### src/rtl/alu_pkg.sv
// Shared ALU definitions: widths, opcodes and the
// operand bundle latched into the execute stage.
package alu_pkg;

  localparam int DATA_W = 32;
  localparam int OP_W   = 4;

  localparam logic [OP_W-1:0] OP_ADD = 4'b0000;
  localparam logic [OP_W-1:0] OP_SUB = 4'b0001;
  localparam logic [OP_W-1:0] OP_AND = 4'b0010;
  localparam logic [OP_W-1:0] OP_OR  = 4'b0011;
  localparam logic [OP_W-1:0] OP_XOR = 4'b0100;

  typedef struct packed {
    logic [DATA_W-1:0] a;
    logic [DATA_W-1:0] b;
    logic [OP_W-1:0]   op;
  } s1_t;

endpackage

### src/rtl/alu.sv
// Shared 32-bit integer ALU; unknown opcodes add.
// Arithmetic is modular, carry and overflow dropped.
module alu
  import alu_pkg::*;
(
  input  logic [DATA_W-1:0] a,
  input  logic [DATA_W-1:0] b,
  input  logic [OP_W-1:0]   op,
  output logic [DATA_W-1:0] y
);

  always_comb begin
    y = a + b;
    unique case (1'b1)
      (op == OP_SUB): y = a - b;
      (op == OP_AND): y = a & b;
      (op == OP_OR):  y = a | b;
      (op == OP_XOR): y = a ^ b;
      default:        y = a + b;
    endcase
  end

endmodule

### src/rtl/alu_share_arbiter_rr_pick.sv
// Combinational round-robin picker: first valid
// index at or after ptr, wrapping, as one-hot + index.
module rr_pick #(
  parameter int NREQ = 2,
  parameter int IDW  = 2
) (
  input  logic [NREQ-1:0] valid,
  input  logic [IDW-1:0]  ptr,
  output logic [NREQ-1:0] gnt,
  output logic [IDW-1:0]  idx
);

  logic found;

  // Two passes: upper segment from ptr, then the wrap.
  always_comb begin
    gnt   = '0;
    idx   = '0;
    found = 1'b0;
    for (int i = 0; i < NREQ; i++) begin
      if (!found && valid[i] && i >= int'(ptr)) begin
        found  = 1'b1;
        gnt[i] = 1'b1;
        idx    = IDW'(i);
      end
    end
    for (int i = 0; i < NREQ; i++) begin
      if (!found && valid[i] && i < int'(ptr)) begin
        found  = 1'b1;
        gnt[i] = 1'b1;
        idx    = IDW'(i);
      end
    end
  end

endmodule

### src/rtl/alu_share_arbiter.sv
// One ALU shared by NREQ requesters: round-robin
// grant, operand register, tagged response register.
module alu_share_arbiter
  import alu_pkg::*;
#(
  parameter int NREQ = 2,
  parameter int IDW  = 2
) (
  input  logic                   clk,
  input  logic                   reset,
  input  logic                   stall,
  input  logic [NREQ-1:0]        req_valid,
  input  logic [NREQ*DATA_W-1:0] req_a,
  input  logic [NREQ*DATA_W-1:0] req_b,
  input  logic [NREQ*OP_W-1:0]   req_op,
  output logic [NREQ-1:0]        req_ready,
  output logic [NREQ-1:0]        rsp_valid,
  output logic [IDW-1:0]         rsp_id,
  output logic [DATA_W-1:0]      rsp_result,
  output logic                   rsp_zero
);

  logic [NREQ-1:0]   gnt;
  logic [IDW-1:0]    gidx;
  logic [IDW-1:0]    ptr;
  logic [IDW-1:0]    ptr_nxt;
  logic              xfer;
  s1_t               sel;
  s1_t               s1;
  logic [IDW-1:0]    s1_id;
  logic              s1_valid;
  logic [NREQ-1:0]   s1_oh;
  logic [DATA_W-1:0] y;

  rr_pick #(
    .NREQ(NREQ),
    .IDW (IDW)
  ) u_pick (
    .valid(req_valid),
    .ptr  (ptr),
    .gnt  (gnt),
    .idx  (gidx)
  );

  assign req_ready = (stall || reset) ? '0 : gnt;
  assign xfer      = |req_ready;

  assign ptr_nxt = (int'(gidx) == NREQ - 1)
                 ? '0 : gidx + 1'b1;

  always_comb begin
    sel = '0;
    for (int i = 0; i < NREQ; i++) begin
      if (gnt[i]) begin
        sel.a  = req_a[i*DATA_W +: DATA_W];
        sel.b  = req_b[i*DATA_W +: DATA_W];
        sel.op = req_op[i*OP_W +: OP_W];
      end
    end
  end

  always_ff @(posedge clk) begin
    if (reset) begin
      ptr      <= '0;
      s1       <= '0;
      s1_id    <= '0;
      s1_valid <= 1'b0;
    end else begin
      s1_valid <= xfer;
      if (xfer) begin
        ptr   <= ptr_nxt;
        s1    <= sel;
        s1_id <= gidx;
      end
    end
  end

  alu u_alu (
    .a (s1.a),
    .b (s1.b),
    .op(s1.op),
    .y (y)
  );

  assign s1_oh = NREQ'(1) << s1_id;

  // Payload holds between pulses; only rsp_valid drops.
  always_ff @(posedge clk) begin
    if (reset) begin
      rsp_valid  <= '0;
      rsp_id     <= '0;
      rsp_result <= '0;
      rsp_zero   <= 1'b0;
    end else begin
      rsp_valid <= s1_valid ? s1_oh : '0;
      if (s1_valid) begin
        rsp_id     <= s1_id;
        rsp_result <= y;
        rsp_zero   <= (y == '0);
      end
    end
  end

endmodule

### config.mk
export PLATFORM = sky130hd
export DESIGN_NAME = alu_share_arbiter
export DESIGN_NICKNAME = d
export VERILOG_FILES = /design/src/rtl/alu_pkg.sv /design/src/rtl/alu.sv /design/src/rtl/alu_share_arbiter_rr_pick.sv /design/src/rtl/alu_share_arbiter.sv
export SDC_FILE = /design/constraint.sdc
export NUM_CORES = 1
export LEC_CHECK = 0
export ABC_AREA = 1
export CORE_MARGIN = 8
export CORE_UTILIZATION = 50
export CTS_BUF_LIST = sky130_fd_sc_hd__clkbuf_8
export DETAILED_ROUTE_END_ITERATION = 12
export MAX_ROUTING_LAYER = met4
export PLACE_DENSITY = 0.85
export SKIP_LAST_GASP = 1
export SYNTH_ARGS = -nofsm -noshare
export SYNTH_HDL_FRONTEND = slang
export SYNTH_HIERARCHICAL = 1
export SYNTH_SLANG_ARGS = --single-unit
### constraint.sdc
create_clock -name clk -period 2.85 [get_ports clk]
set_input_delay 0.4275 -clock clk [delete_from_list [all_inputs] [get_ports clk]]
set_output_delay 0.4275 -clock clk [all_outputs]
set_load 0.05 [all_outputs]
# [Word-level counts from Yosys, hierarchy flattened]
# Cells that the tools add are included.
[totals] regBits=110 word_cells=55 in_bits=141
[op_classes] add_sub_neg=3 n_bitwise=4 shifts=1 mux=14 eq_ne=5 n_reduce_logical=14 n_lt_le_gt_ge=4
[op_table] op="two-way mux 68 bit" n=2
[op_table] op="one-hot mux 32 bit (4 select lines)" n=1
[op_table] op="adder 32 bit" n=1
[op_table] op="AND 32 bit" n=1
[op_table] op="logical NOT 32 bit" n=1
[op_table] op="OR 32 bit" n=1
[op_table] op="subtractor 32 bit" n=1
[op_table] op="bitwise XOR 32 bit" n=1
[op_table] op="two-way mux 1 bit" n=9
[op_table] op="== test 4 x 2 -> 1 bit, second input constant" n=2
[op_table] op="logical AND 1 bit" n=7
[op_table] op="== test 4 x 1 -> 1 bit, second input constant" n=1
[op_table] op="== test 4 x 3 -> 1 bit, second input constant" n=1
[op_table] op=">= comparator 1 x 2 -> 1 bit, first input constant" n=2
[op_table] op="less-than comparator 1 x 2 -> 1 bit, first input constant" n=2
[op_table] op="two-way mux 2 bit" n=2
[op_table] op="OR reduction 2 bit" n=2
[op_table] op="logical NOT 1 bit" n=3
[op_table] op="adder 2 x 1 -> 2 bit, second input constant" n=1
[op_table] op="== test 2 bit, second input constant" n=1
[op_table] op="<< shifter 1 x 2 -> 2 bit, first input constant" n=1
[op_table] op="logical OR 1 bit" n=1
[op_table] op="inverter 1 bit" n=1

# [Longest topological paths before layout]
[depth] word_depth=17 ltp_mapped=28 depth_no_buf=28

# [By module]
# Netlist, hierarchy kept.
[by_module_without_submodules] module="alu" seq_area_each_um2=0.0 area_per_inst_um2=5232.5 n_inst=1 cells_per_inst=968
[by_module_without_submodules] module="alu_share_arbiter" seq_area_each_um2=2202.1 area_per_inst_um2=4571.9 n_inst=1 cells_per_inst=594
[by_module_without_submodules] module="rr_pick" seq_area_each_um2=0.0 area_per_inst_um2=58.8 n_inst=1 cells_per_inst=13

# [Worst setup path before layout]
# No wires, ideal clock.
[synth_path] path_type="flip-flop to flip-flop" start="reg s1[4] (netlist name)" end="reg rsp_zero" path_buffers=0 slack_ps=-168 arrival_ps=2948 stages_incl_launch_ff=26 required_ps=2780 cell_sequence="dfxtp_1 inv_1 ha_1 inv_1 nor3_4 nand2_2 o21ai_4 nand3_1 xor2_1 ha_1 nand2_1 nor2_1 inv_1 nor3_1 nand2_2 nand3_1 nand2_1 nand2_1 nand2_1 nor2_1 nand2_1 nor2_1 nand2_1 nor2_1 nand2_1 a21oi_1"
[synth_between] elab_chain_cells=3 word_cells_on_any_way=7 classes_between="2 x add/sub; 1 x mux; 3 x bitwise; 1 x reduce/logical"
[synth_lines] item="from (decl)" line="alu_share_arbiter.sv:29" text="s1_t s1;"
[synth_lines] item="from (signal assigned)" line="alu_share_arbiter.sv:72" text="s1 <= sel;"
[synth_lines] item="adder 32 bit / subtractor 32 bit (equally long branches)" line="alu.sv:19, alu.sv:15"
[synth_lines] item="one-hot mux 32 bit (4 select lines) *" line="alu.sv:14" text="unique case (1'b1)"
[synth_lines] item="net y[27]" line="alu_share_arbiter.sv:33" text="logic [DATA_W-1:0] y;"
[synth_lines] item="logical NOT 32 bit *" line="alu_share_arbiter.sv:99" text="rsp_zero <= (y == '0);"
[synth_lines] item="to (signal assigned)" line="alu_share_arbiter.sv:99"
[synth_lines] item="to (decl)" line="alu_share_arbiter.sv:20" text="output logic rsp_zero"
# Mark *: on every way through the listed nets, which the timed path passes. The rest lies on a longest branch.
# A chain may end at the register's enable or synchronous reset.

# [Worst setup path after layout]
[layout_path] start="reg s1[8] (netlist name)" end="reg rsp_zero"
# Same word-level chain as after synthesis.

==> reports/results.tsv <==
stage	metric	value	unit
sta	Clock Skews	0.0158	ns
routing	Initial DRC Count	1403	
routing	drt total wl	42.6	mm
setup_path	most frequent CP cell	nand2_1	
power	Peak VDD IR	0.000302	V
sta	Final Max Tran Viols	0	
sta	max_slew headroom	0.495	
global_route	first-pass GRT wire length	62.2	mm
routing	drt wl/cell	18.8	um
floorplan	starting density of the core	0.508	
clock_network	Worst-Skew Late Latency	0.41	ns
sta	fmax	271	MHz
placed_design	hpwl dp	30.2	mm
floorplan	core box area	19400	um2
setup_path	crit path from	s1[8]	
worst_hold_path	Min-Delay Startpoint	ptr[1]	
setup_path	CP Launch Type	flip-flop	
clock_network	clk sinks	110	
yosys	EDFF count, synth	0	
yosys	largest area contributor in the netlist	dfxtp_1	
floorplan	die outline width	156	um
global_route	initial antenna violation count	0	
floorplan	# IOs	180	
placed_design	setup slack at placement	-0.838	ns
final_layout	sequential cell area	2220	um2
global_route	total grt overflow	0	
yosys	Post-Synthesis Cells	1575	
clock_network	Root Driver	clkbuf_8	
sta	minimum clock period	3.69	ns
final_layout	Multi-input gate area	7450	um2
sta	Setup Viol. Count Final	28	
clock_network	Clk pin slew, worst setup/hold paths	0.13	ns
sta	final worst slack	-0.838	ns
setup_path	Crit path buffers/inverters	3	
power	P per Cell Area	480	nW/um2
yosys	top cells by area, synth	dfxtp_1 (22%), nand2_1 (16%), ha_1 (12%)	
yosys	cell with the most instances after synthesis	nand2_1	
routing	drc violations	0	
yosys	number of synthesized register bits	110	
final_layout	synth-to-layout area growth	54.6	%
sta	fin crit share	1.29	
clock_network	hold_buf cts	0	
global_route	pin count of the biggest net entering global routing	70	
final_layout	fillers	1271	
final_layout	share of cells above drive strength 1	0.298	
global_route	number of global-route vias before repair	12400	
placed_design	PortBufs	179	
sta	RSZ-0062 raised after global routing	yes	
setup_path	reg2reg start	s1[8]	
yosys	Post-synth top flop	dfxtp_1	
yosys	yosys warns	6	
floorplan	site row count	51	
setup_path	Worst setup EP type	flip-flop	
yosys	post-synthesis net count	1813	
yosys	Synth Area per Inst	6.26	um2
final_layout	nets	2227	
global_route	GR Util All Layers	0.328	
clock_network	CTS tree	built	
final_layout	Layout Cell Area excl Fill	15300	um2
setup_path	slowest cell delay on critical path	0.39	ns
routing	First-pass DRT Iterations	6	
yosys	synth unique cells	47	
status	status	complete, but fails checks	
placed_design	Placement Cell Area	13700	um2
sta	Hold Vio Cnt, Final	0	
yosys	Synth top cells by count	nand2_1 (409), inv_1 (233), nor2_1 (154)	
final_layout	antenna fix cells	0	
setup_path	critical path required time	3.19	ns
sta	post-route setup TNS	-11.41	ns
routing	via-per-instance ratio	5.70	
routing	Final ANT Viol Nets	0	
worst_hold_path	min-delay worst type	flip-flop to flip-flop	
clock_network	H-tree Lvls	3	
status	failing checks	setup timing	
setup_path	cell family with the largest share of critical-path delay	simple AND/OR/NAND/NOR gates	
routing	Vias	12900	
flow_run	max_cap viols	0	
clock_network	total CTS buffers	9	
yosys	top cell type's share of synthesized area	0.223	
setup_path	Worst Path Max Fanout	4	
power	P_leak	0.00745	uW
setup_path	crit path max-delay cell type	dfxtp_4	
sta	Worst Max-Slew Pin Slew	0.758	ns
setup_path	Arr. time, crit path	4.03	ns
setup_path	worst setup path category	flip-flop to flip-flop	
floorplan	Die H	156	um
yosys	Mapped Area	9860	um2
placed_design	Placer Congestion	1.05	
yosys	post-synthesis sequential area ratio	0.223	
floorplan	area of the die	24500	um2
clock_network	clock buffer depth	2	
yosys	FFs w/ async S/R, synth	0	
==> through the flow <==
stage          hold WS (ns)  total power [uW]  cells   util
2_1_floorplan         0.412              3620   1575      -
3_3_place_gp          0.456              5290   2211  0.705
3_5_place_dp          0.463              5360   2211  0.705
4_1_cts               0.479              6800   2248  0.759
5_1_grt               0.517              7670   2259  0.786
6_report              0.476              7320   2259  0.786
==> layout by cell type (no fill, tap or decap), types with 27 or more instances in the layout <==
master             n
nand3_1          105
nor2_2            27
inv_1            207
clkdlybuf4s50_1  177
o21ai_1           34
nand2_2           79
o21ai_0           82
inv_2             27
a31oi_1           69
xor2_1            29
buf_4            274
dfxtp_1          103
nor2_1           118
ha_1              75
nand2_1          329
==> cells by family after synthesis <==
family | after synthesis | share of synthesized area
DFF | 110 | 0.223
buffers and inverters | 308 | 0.132
and+or+nand+nor | 744 | 0.321
other | 1 | 0.000380
AOI/OAI and AO/OA | 276 | 0.164
adders and majority gates | 97 | 0.124
xor gates and xnor gates | 39 | 0.0346
==> cell type report <==
type / count / share of cell area
Inverter: 237 / 0.0590
Clock inverter: 7 / 0.00509
Multi-Input combinational cell: 1157 / 0.488
Sequential cell: 110 / 0.145
Tap cell: 265 / 0.0217
Timing Repair Buffer: 474 / 0.273
Clock buffer: 9 / 0.00812
==> path summary, 6_finish.rpt <==
kind	end	slack, ns	cells after the start
setup / recovery	rsp_zero	-0.84	28
hold / removal	ptr[1]	0.48	2
setup reg to reg	rsp_zero	-0.84	28
hold reg to reg	ptr[1]	0.48	2
==> registers in the layout, summed over array words and instances, names as in the netlist <==
signal,flops
s1,68
rsp_id,2
rsp_zero,1
rsp_result,32
s1_id,2
s1_valid,1
ptr,2
rsp_valid,2
==> power breakdown <==
group          internal, uW  switching (uW)
clock network           347             644
registers              1650             124
logic                  2040            2510
==> layer usage <==
layer | track usage | part of all wire | vias to the layer above
met5 | - | 0 | -
met4 | 0.150 | 0.058 | 0
met3 | 0.0634 | 0.11 | 216
met2 | 0.519 | 0.44 | 856
met1 | 0.397 | 0.39 | 5904
li1 | - | - | 5910
==> what timing repair did <==
item                       CTS  global route
resized for setup          176           122
gates cloned                 0             0
setup buffers               22            13
setup endpoints to repair   29            30
pin swaps                   77            55
==> worst min-delay path: cells and delay by family (launching register included) <==
family / cells / cell delay, ns
DFF: 1 / 0.33
AOI/OAI and AO/OA: 1 / 0.06
and+or+nand+nor: 1 / 0.06
(Power assumes the default switching activity.)
